**config.mk**
```make
export PLATFORM = sky130hd
export DESIGN_NAME = mu0_control
export DESIGN_NICKNAME = d
export VERILOG_FILES = /design/src/rtl/mu0_pkg.sv /design/src/rtl/mu0_decode.sv /design/src/rtl/mu0_control.sv
export SDC_FILE = /design/constraint.sdc
export NUM_CORES = 1
export LEC_CHECK = 0
export CORE_UTILIZATION = 30
export DETAILED_ROUTE_END_ITERATION = 8
export SLEW_MARGIN = 25
export SYNTH_ARGS = -nofsm -noshare
export SYNTH_HDL_FRONTEND = slang
export SYNTH_HIERARCHICAL = 1
export SYNTH_SLANG_ARGS = --single-unit
```
**constraint.sdc**
```tcl
create_clock -name Clk -period 4.15 [get_ports Clk]
set_clock_uncertainty 0.05 [all_clocks]
set_input_delay 0.83 -clock Clk [delete_from_list [all_inputs] [get_ports Clk]]
set_output_delay 0.83 -clock Clk [all_outputs]
set_load 0.005 [all_outputs]
```
**src/rtl/mu0_pkg.sv**
```systemverilog
// Shared constants for the MU0 control slice: opcodes, ALU modes, mux selects,
// controller state encoding and the packed control word driven to the datapath.
package mu0_pkg;

  localparam logic [3:0] OP_LDA = 4'd0;
  localparam logic [3:0] OP_STA = 4'd1;
  localparam logic [3:0] OP_ADD = 4'd2;
  localparam logic [3:0] OP_SUB = 4'd3;
  localparam logic [3:0] OP_JMP = 4'd4;
  localparam logic [3:0] OP_JGE = 4'd5;
  localparam logic [3:0] OP_JNE = 4'd6;
  localparam logic [3:0] OP_STP = 4'd7;

  localparam logic [1:0] M_Y   = 2'b00;
  localparam logic [1:0] M_ADD = 2'b01;
  localparam logic [1:0] M_INC = 2'b10;
  localparam logic [1:0] M_SUB = 2'b11;

  localparam logic SEL_ACC = 1'b0;
  localparam logic SEL_PC  = 1'b1;
  localparam logic SEL_DIN = 1'b0;
  localparam logic SEL_IR  = 1'b1;

  localparam logic [1:0] ST_FETCH = 2'd0;
  localparam logic [1:0] ST_EXEC  = 2'd1;
  localparam logic [1:0] ST_HALT  = 2'd2;

  typedef struct packed {
    logic       x_sel;
    logic       y_sel;
    logic       addr_sel;
    logic       pc_en;
    logic       ir_en;
    logic       acc_en;
    logic [1:0] m;
    logic       rd;
    logic       wr;
  } ctrl_t;

  localparam ctrl_t CTRL_IDLE = '0;

endpackage

```
**src/rtl/mu0_decode.sv**
```systemverilog
// EXEC-phase decoder: maps opcode, flags and memory handshake to the control word
// plus completion, halt and illegal-opcode indications. Purely combinational.
module mu0_decode
  import mu0_pkg::*;
(
  input  logic [3:0] f,
  input  logic       n,
  input  logic       z,
  input  logic       mem_ready,
  output ctrl_t      ctrl,
  output logic       done,
  output logic       halt,
  output logic       illegal
);

  always_comb begin
    ctrl    = CTRL_IDLE;
    done    = 1'b0;
    halt    = 1'b0;
    illegal = 1'b0;
    unique case (f)
      OP_LDA: begin
        ctrl.addr_sel = 1'b1;
        ctrl.rd       = 1'b1;
        ctrl.y_sel    = SEL_DIN;
        ctrl.m        = M_Y;
        ctrl.acc_en   = mem_ready;
        done          = mem_ready;
      end
      OP_STA: begin
        ctrl.addr_sel = 1'b1;
        ctrl.x_sel    = SEL_ACC;
        ctrl.wr       = 1'b1;
        done          = mem_ready;
      end
      OP_ADD, OP_SUB: begin
        ctrl.addr_sel = 1'b1;
        ctrl.rd       = 1'b1;
        ctrl.x_sel    = SEL_ACC;
        ctrl.y_sel    = SEL_DIN;
        ctrl.m        = (f == OP_ADD) ? M_ADD : M_SUB;
        ctrl.acc_en   = mem_ready;
        done          = mem_ready;
      end
      // Jumps take the target from IR[11:0] through Y and never touch memory.
      OP_JMP, OP_JGE, OP_JNE: begin
        ctrl.y_sel = SEL_IR;
        ctrl.m     = M_Y;
        ctrl.pc_en = (f == OP_JMP) ? 1'b1 : ((f == OP_JGE) ? ~n : ~z);
        done       = 1'b1;
      end
      OP_STP: begin
        done = 1'b1;
        halt = 1'b1;
      end
      default: begin
        done    = 1'b1;
        halt    = 1'b1;
        illegal = 1'b1;
      end
    endcase
  end

endmodule

```
**src/rtl/mu0_control.sv**
```systemverilog
// MU0 control unit: FETCH/EXEC/HALT sequencer with memory wait states, run gate,
// sticky illegal-opcode trap and retired-instruction counter.
module mu0_control
  import mu0_pkg::*;
#(
  parameter int CNT_W = 16
) (
  input  logic             Clk,
  input  logic             Reset,
  input  logic [3:0]       F,
  input  logic             N,
  input  logic             Z,
  input  logic             Mem_Ready,
  input  logic             Run,
  output logic             X_sel,
  output logic             Y_sel,
  output logic             Addr_sel,
  output logic             PC_En,
  output logic             IR_En,
  output logic             Acc_En,
  output logic [1:0]       M,
  output logic             Rd,
  output logic             Wr,
  output logic             Halted,
  output logic             Illegal,
  output logic [CNT_W-1:0] Instr_Count
);

  logic [1:0]       state_q, state_d;
  logic             halted_q, halted_d;
  logic             illegal_q, illegal_d;
  logic [CNT_W-1:0] instr_count_q, instr_count_d;

  ctrl_t ctrl;
  ctrl_t dec_ctrl;
  logic  dec_done;
  logic  dec_halt;
  logic  dec_illegal;

  mu0_decode u_decode (
    .f         (F),
    .n         (N),
    .z         (Z),
    .mem_ready (Mem_Ready),
    .ctrl      (dec_ctrl),
    .done      (dec_done),
    .halt      (dec_halt),
    .illegal   (dec_illegal)
  );

  always_comb begin
    state_d       = state_q;
    illegal_d     = illegal_q;
    instr_count_d = instr_count_q;
    ctrl          = CTRL_IDLE;
    unique case (state_q)
      // Fetch reads M[PC] into IR while the ALU computes PC+1; held off while Run is low.
      ST_FETCH: begin
        if (Run) begin
          ctrl.rd    = 1'b1;
          ctrl.x_sel = SEL_PC;
          ctrl.m     = M_INC;
          if (Mem_Ready) begin
            ctrl.ir_en = 1'b1;
            ctrl.pc_en = 1'b1;
            state_d    = ST_EXEC;
          end
        end
      end
      ST_EXEC: begin
        ctrl = dec_ctrl;
        if (dec_done) begin
          instr_count_d = instr_count_q + CNT_W'(1);
          state_d       = dec_halt ? ST_HALT : ST_FETCH;
          if (dec_illegal) begin
            illegal_d = 1'b1;
          end
        end
      end
      ST_HALT: begin
        state_d = ST_HALT;
      end
      default: begin
        state_d = ST_FETCH;
      end
    endcase
    halted_d = (state_d == ST_HALT);
  end

  always_ff @(posedge Clk) begin
    if (Reset) begin
      state_q       <= ST_FETCH;
      halted_q      <= 1'b0;
      illegal_q     <= 1'b0;
      instr_count_q <= '0;
    end else begin
      state_q       <= state_d;
      halted_q      <= halted_d;
      illegal_q     <= illegal_d;
      instr_count_q <= instr_count_d;
    end
  end

  assign X_sel       = ctrl.x_sel;
  assign Y_sel       = ctrl.y_sel;
  assign Addr_sel    = ctrl.addr_sel;
  assign PC_En       = ctrl.pc_en;
  assign IR_En       = ctrl.ir_en;
  assign Acc_En      = ctrl.acc_en;
  assign M           = ctrl.m;
  assign Rd          = ctrl.rd;
  assign Wr          = ctrl.wr;
  assign Halted      = halted_q;
  assign Illegal     = illegal_q;
  assign Instr_Count = instr_count_q;

endmodule

```
==> flow_metrics.py <==
metrics = {
    "timing": {
        "post-route-min-period_ns": 3.344,
        "worst_slew_pin_slew_ns": 0.7379,
        "fin_setup_tns_ns": 0,
        "setup_viol": 0,
        "slew_viol_final": 0,
        "final-hold-violation-count": 0,
        "max_freq_mhz": 299.1,
        "rsz0062_at_grt": "no",
        "layout_worst_path_cycle_share_pct": 80.57,
        "slew_headroom_pct": 50.65,
    },
    "global_routing": {
        "grt_start_max_net_pins": 21,
        "grt_use_total_pct": 14.06,
        "grt_pass1_wl_mm": 4.464,
        "grt.overflow.total": 0,
        "antenna_found_initial": 0,
        "grt_pass1_vias": 1043,
    },
    "clock_tree": {
        "cts_root_buf": "clkbuf_4",
        "postCtsHoldBufs": 0,
        "cts_setup_buffers": 0,
        "insertion_delay_ns": 0.30,
        "cts_tree": "done",
        "clkSinkCount": 20,
        "path_clk_slew_ns": 0.11,
        "htreeDepth": 1,
        "cts_resized": 0,
        "numCtsBuffers": 3,
        "cts_max_path_buffers": 2,
    },
    "synth": {
        "avgSynthCellArea_um2": 7.995,
        "yosysSeqAreaShare_pct": 36.82,
        "synth_top_area_cell": "dfxtp_1",
        "synthTopCellsByArea": "dfxtp_1 37%, a21oi_1 6.9%, xor2_1 4.8%",
        "synthCells": 136,
        "yosysWarnings": 6,
        "yosys_register_bits": 20,
        "synthMostInstantiatedCell": "dfxtp_1",
        "syn_area_um2": 1087,
        "ys_top_cells_by_count": "20 x dfxtp_1, 15 x a21oi_1, 12 x nor2_1",
        "netlist.area_leader.share_pct": 36.82,
        "ys_types": 36,
        "synthArstFlopShare_pct": 0,
        "synth_edf_count": 0,
        "synth_flop_cell": "dfxtp_1",
    },
    "finish": {
        "fin_area_um2": 1505,
        "fin_cells": 215,
        "area_growth_pct": 38.43,
        "drive_above_1_share_pct": 7.101,
        "fin_nets": 181,
        "num_antenna_cells": 0,
    },
    "power": {
        "p_leak_uw": 0.0005157,
        "peakVddDrop_mv": 0.08756,
        "power.density_nw_per_um2": 234.5,
    },
    "floorplanning": {
        "core_um2": 3416,
        "rows": 21,
        "fp.dieH_um": 62.20,
        "pin_count": 38,
        "die-area_um2": 3869,
        "start_util_pct": 31.83,
        "fp.dieW_um": 62.20,
    },
    "setup_path": {
        "worstPathCellList": "clkdlybuf4s50_1, nand2b_1, o21ba_1, nand2_1, a21oi_1, clkdlybuf4s50_1",
        "critPathMaxFanout": 6,
        "crit_type": "input port to output port",
        "cpPeakStageDelay_ns": 0.52,
        "endpoint_kind": "output port",
        "start_kind": "input port",
        "cpMaxStageDelayCell": "clkdlybuf4s50_1",
        "timing.critical_path.mode_cell": "clkdlybuf4s50_1",
        "cp_data_required_time_ns": 3.27,
        "ff2ff_setup_slack_ns": 2.13,
        "arrival_ns": 2.46,
    },
    "place": {
        "dp_cells": 211,
        "gp_congestion": 0.7437,
        "placed_area_um2": 1469,
        "io_buffer_count": 37,
        "hpwl_mm": 1.837,
    },
    "detailed_routing": {
        "viasPerCell": 4.930,
        "ant_nets": 0,
        "drt_iter0_drc": 12,
        "routed-via-count": 1060,
        "drtPass1Iterations": 4,
        "wl_mm": 2.550,
        "drcViolationCount": 0,
        "post_drt_wl_per_cell_um": 11.86,
    },
    "outcome": {
        "status": "finished, final reports clean",
    },
    "flow_run": {
        "maxCapViolations": 0,
    },
    "min_path": {
        "hold_class": "register to register",
    },
}
## where the power goes
| group | total (uW) | internal, uW | switching (uW) |
|---|---|---|---|
| registers | 198 | 194 | 3.34 |
| clock network | 112 | 53.5 | 58.7 |
| logic | 43.4 | 24.9 | 18.4 |
| total | 353 | 273 | 80.4 |
## per-layer routing
| metal | part of all wire (%) | track usage (%) | vias up |
|---|---|---|---|
| met1 | 46 | 15.77 | 482 |
| met3 | 7.3 | 3.493 | 2 |
| met5 | 0 | 0 | - |
| met2 | 46 | 24.73 | 42 |
| met4 | 1.1 | 6.686 | 0 |
| li1 | - | - | 534 |
## kinds of logic after synthesis
logic type | Yosys count | share of synthesized area [%]
buffers and inverters | 11 | 5.293
adder cells (fa/ha/maj) | 1 | 1.151
other | 1 | 0.3449
XOR/XNOR | 10 | 8.055
AND/OR/NAND/NOR | 69 | 35.67
AO/OA/AOI/OAI | 24 | 12.66
flip-flops | 20 | 36.82
## sequential cells by signal, summed over array words and instances (netlist names)
| register | flops |
|---|---|
| Instr_Count | 16 |
| Illegal | 1 |
| state_q | 2 |
| Halted | 1 |
## layout make-up
cell class,instances,area [um2]
tap,46,57.56
multi-input combinational,106,633.1
inverter,2,7.507
fill,358,1911
sequential,20,400.4
timing repair buffer,37,370.4
clock buffer,4,36.28
## stage by stage
step	util, %	power (uW)	hold WS (ns)	setup slack, ns
finish	44.07	353.0	0.4388	0.8064
global route	44.07	370.3	0.4570	0.6639
CTS	44.07	355.7	0.4451	0.8031
detailed placement	43.00	245.0	0.4142	0.8141
global placement	43.00	244.7	0.4095	0.8308
floorplan	-	221.4	0.4105	1.898
## worst max-delay path, delay by kind of cell
family	cells	cell delay, ns
AO/OA/AOI/OAI	2	0.36
buffers and inverters	2	1.02
AND/OR/NAND/NOR	2	0.25
## worst paths after layout
| kind | start | endpoint | depth (start not counted) |
|---|---|---|---|
| min reg2reg | Illegal | Illegal | 2 |
| max | F[3] | PC_En | 6 |
| max reg2reg | state_q[0] | Instr_Count[14] | 4 |
| min | Illegal | Illegal | 2 |
## layout by cell type, fill, tap and decap left out, drive strengths merged, types with 4 or more instances in the layout
cell and instances:
nor2 13, a21oi 15, nand3 8, xnor2 4
or3 5, and3 4, nand2b 5, nand4 4
clkdlybuf4s50 37, xor2 6, and2 7, dfxtp 20
nand2 11, clkbuf 4
No activity file was read; power rests on OpenSTA's default activity.
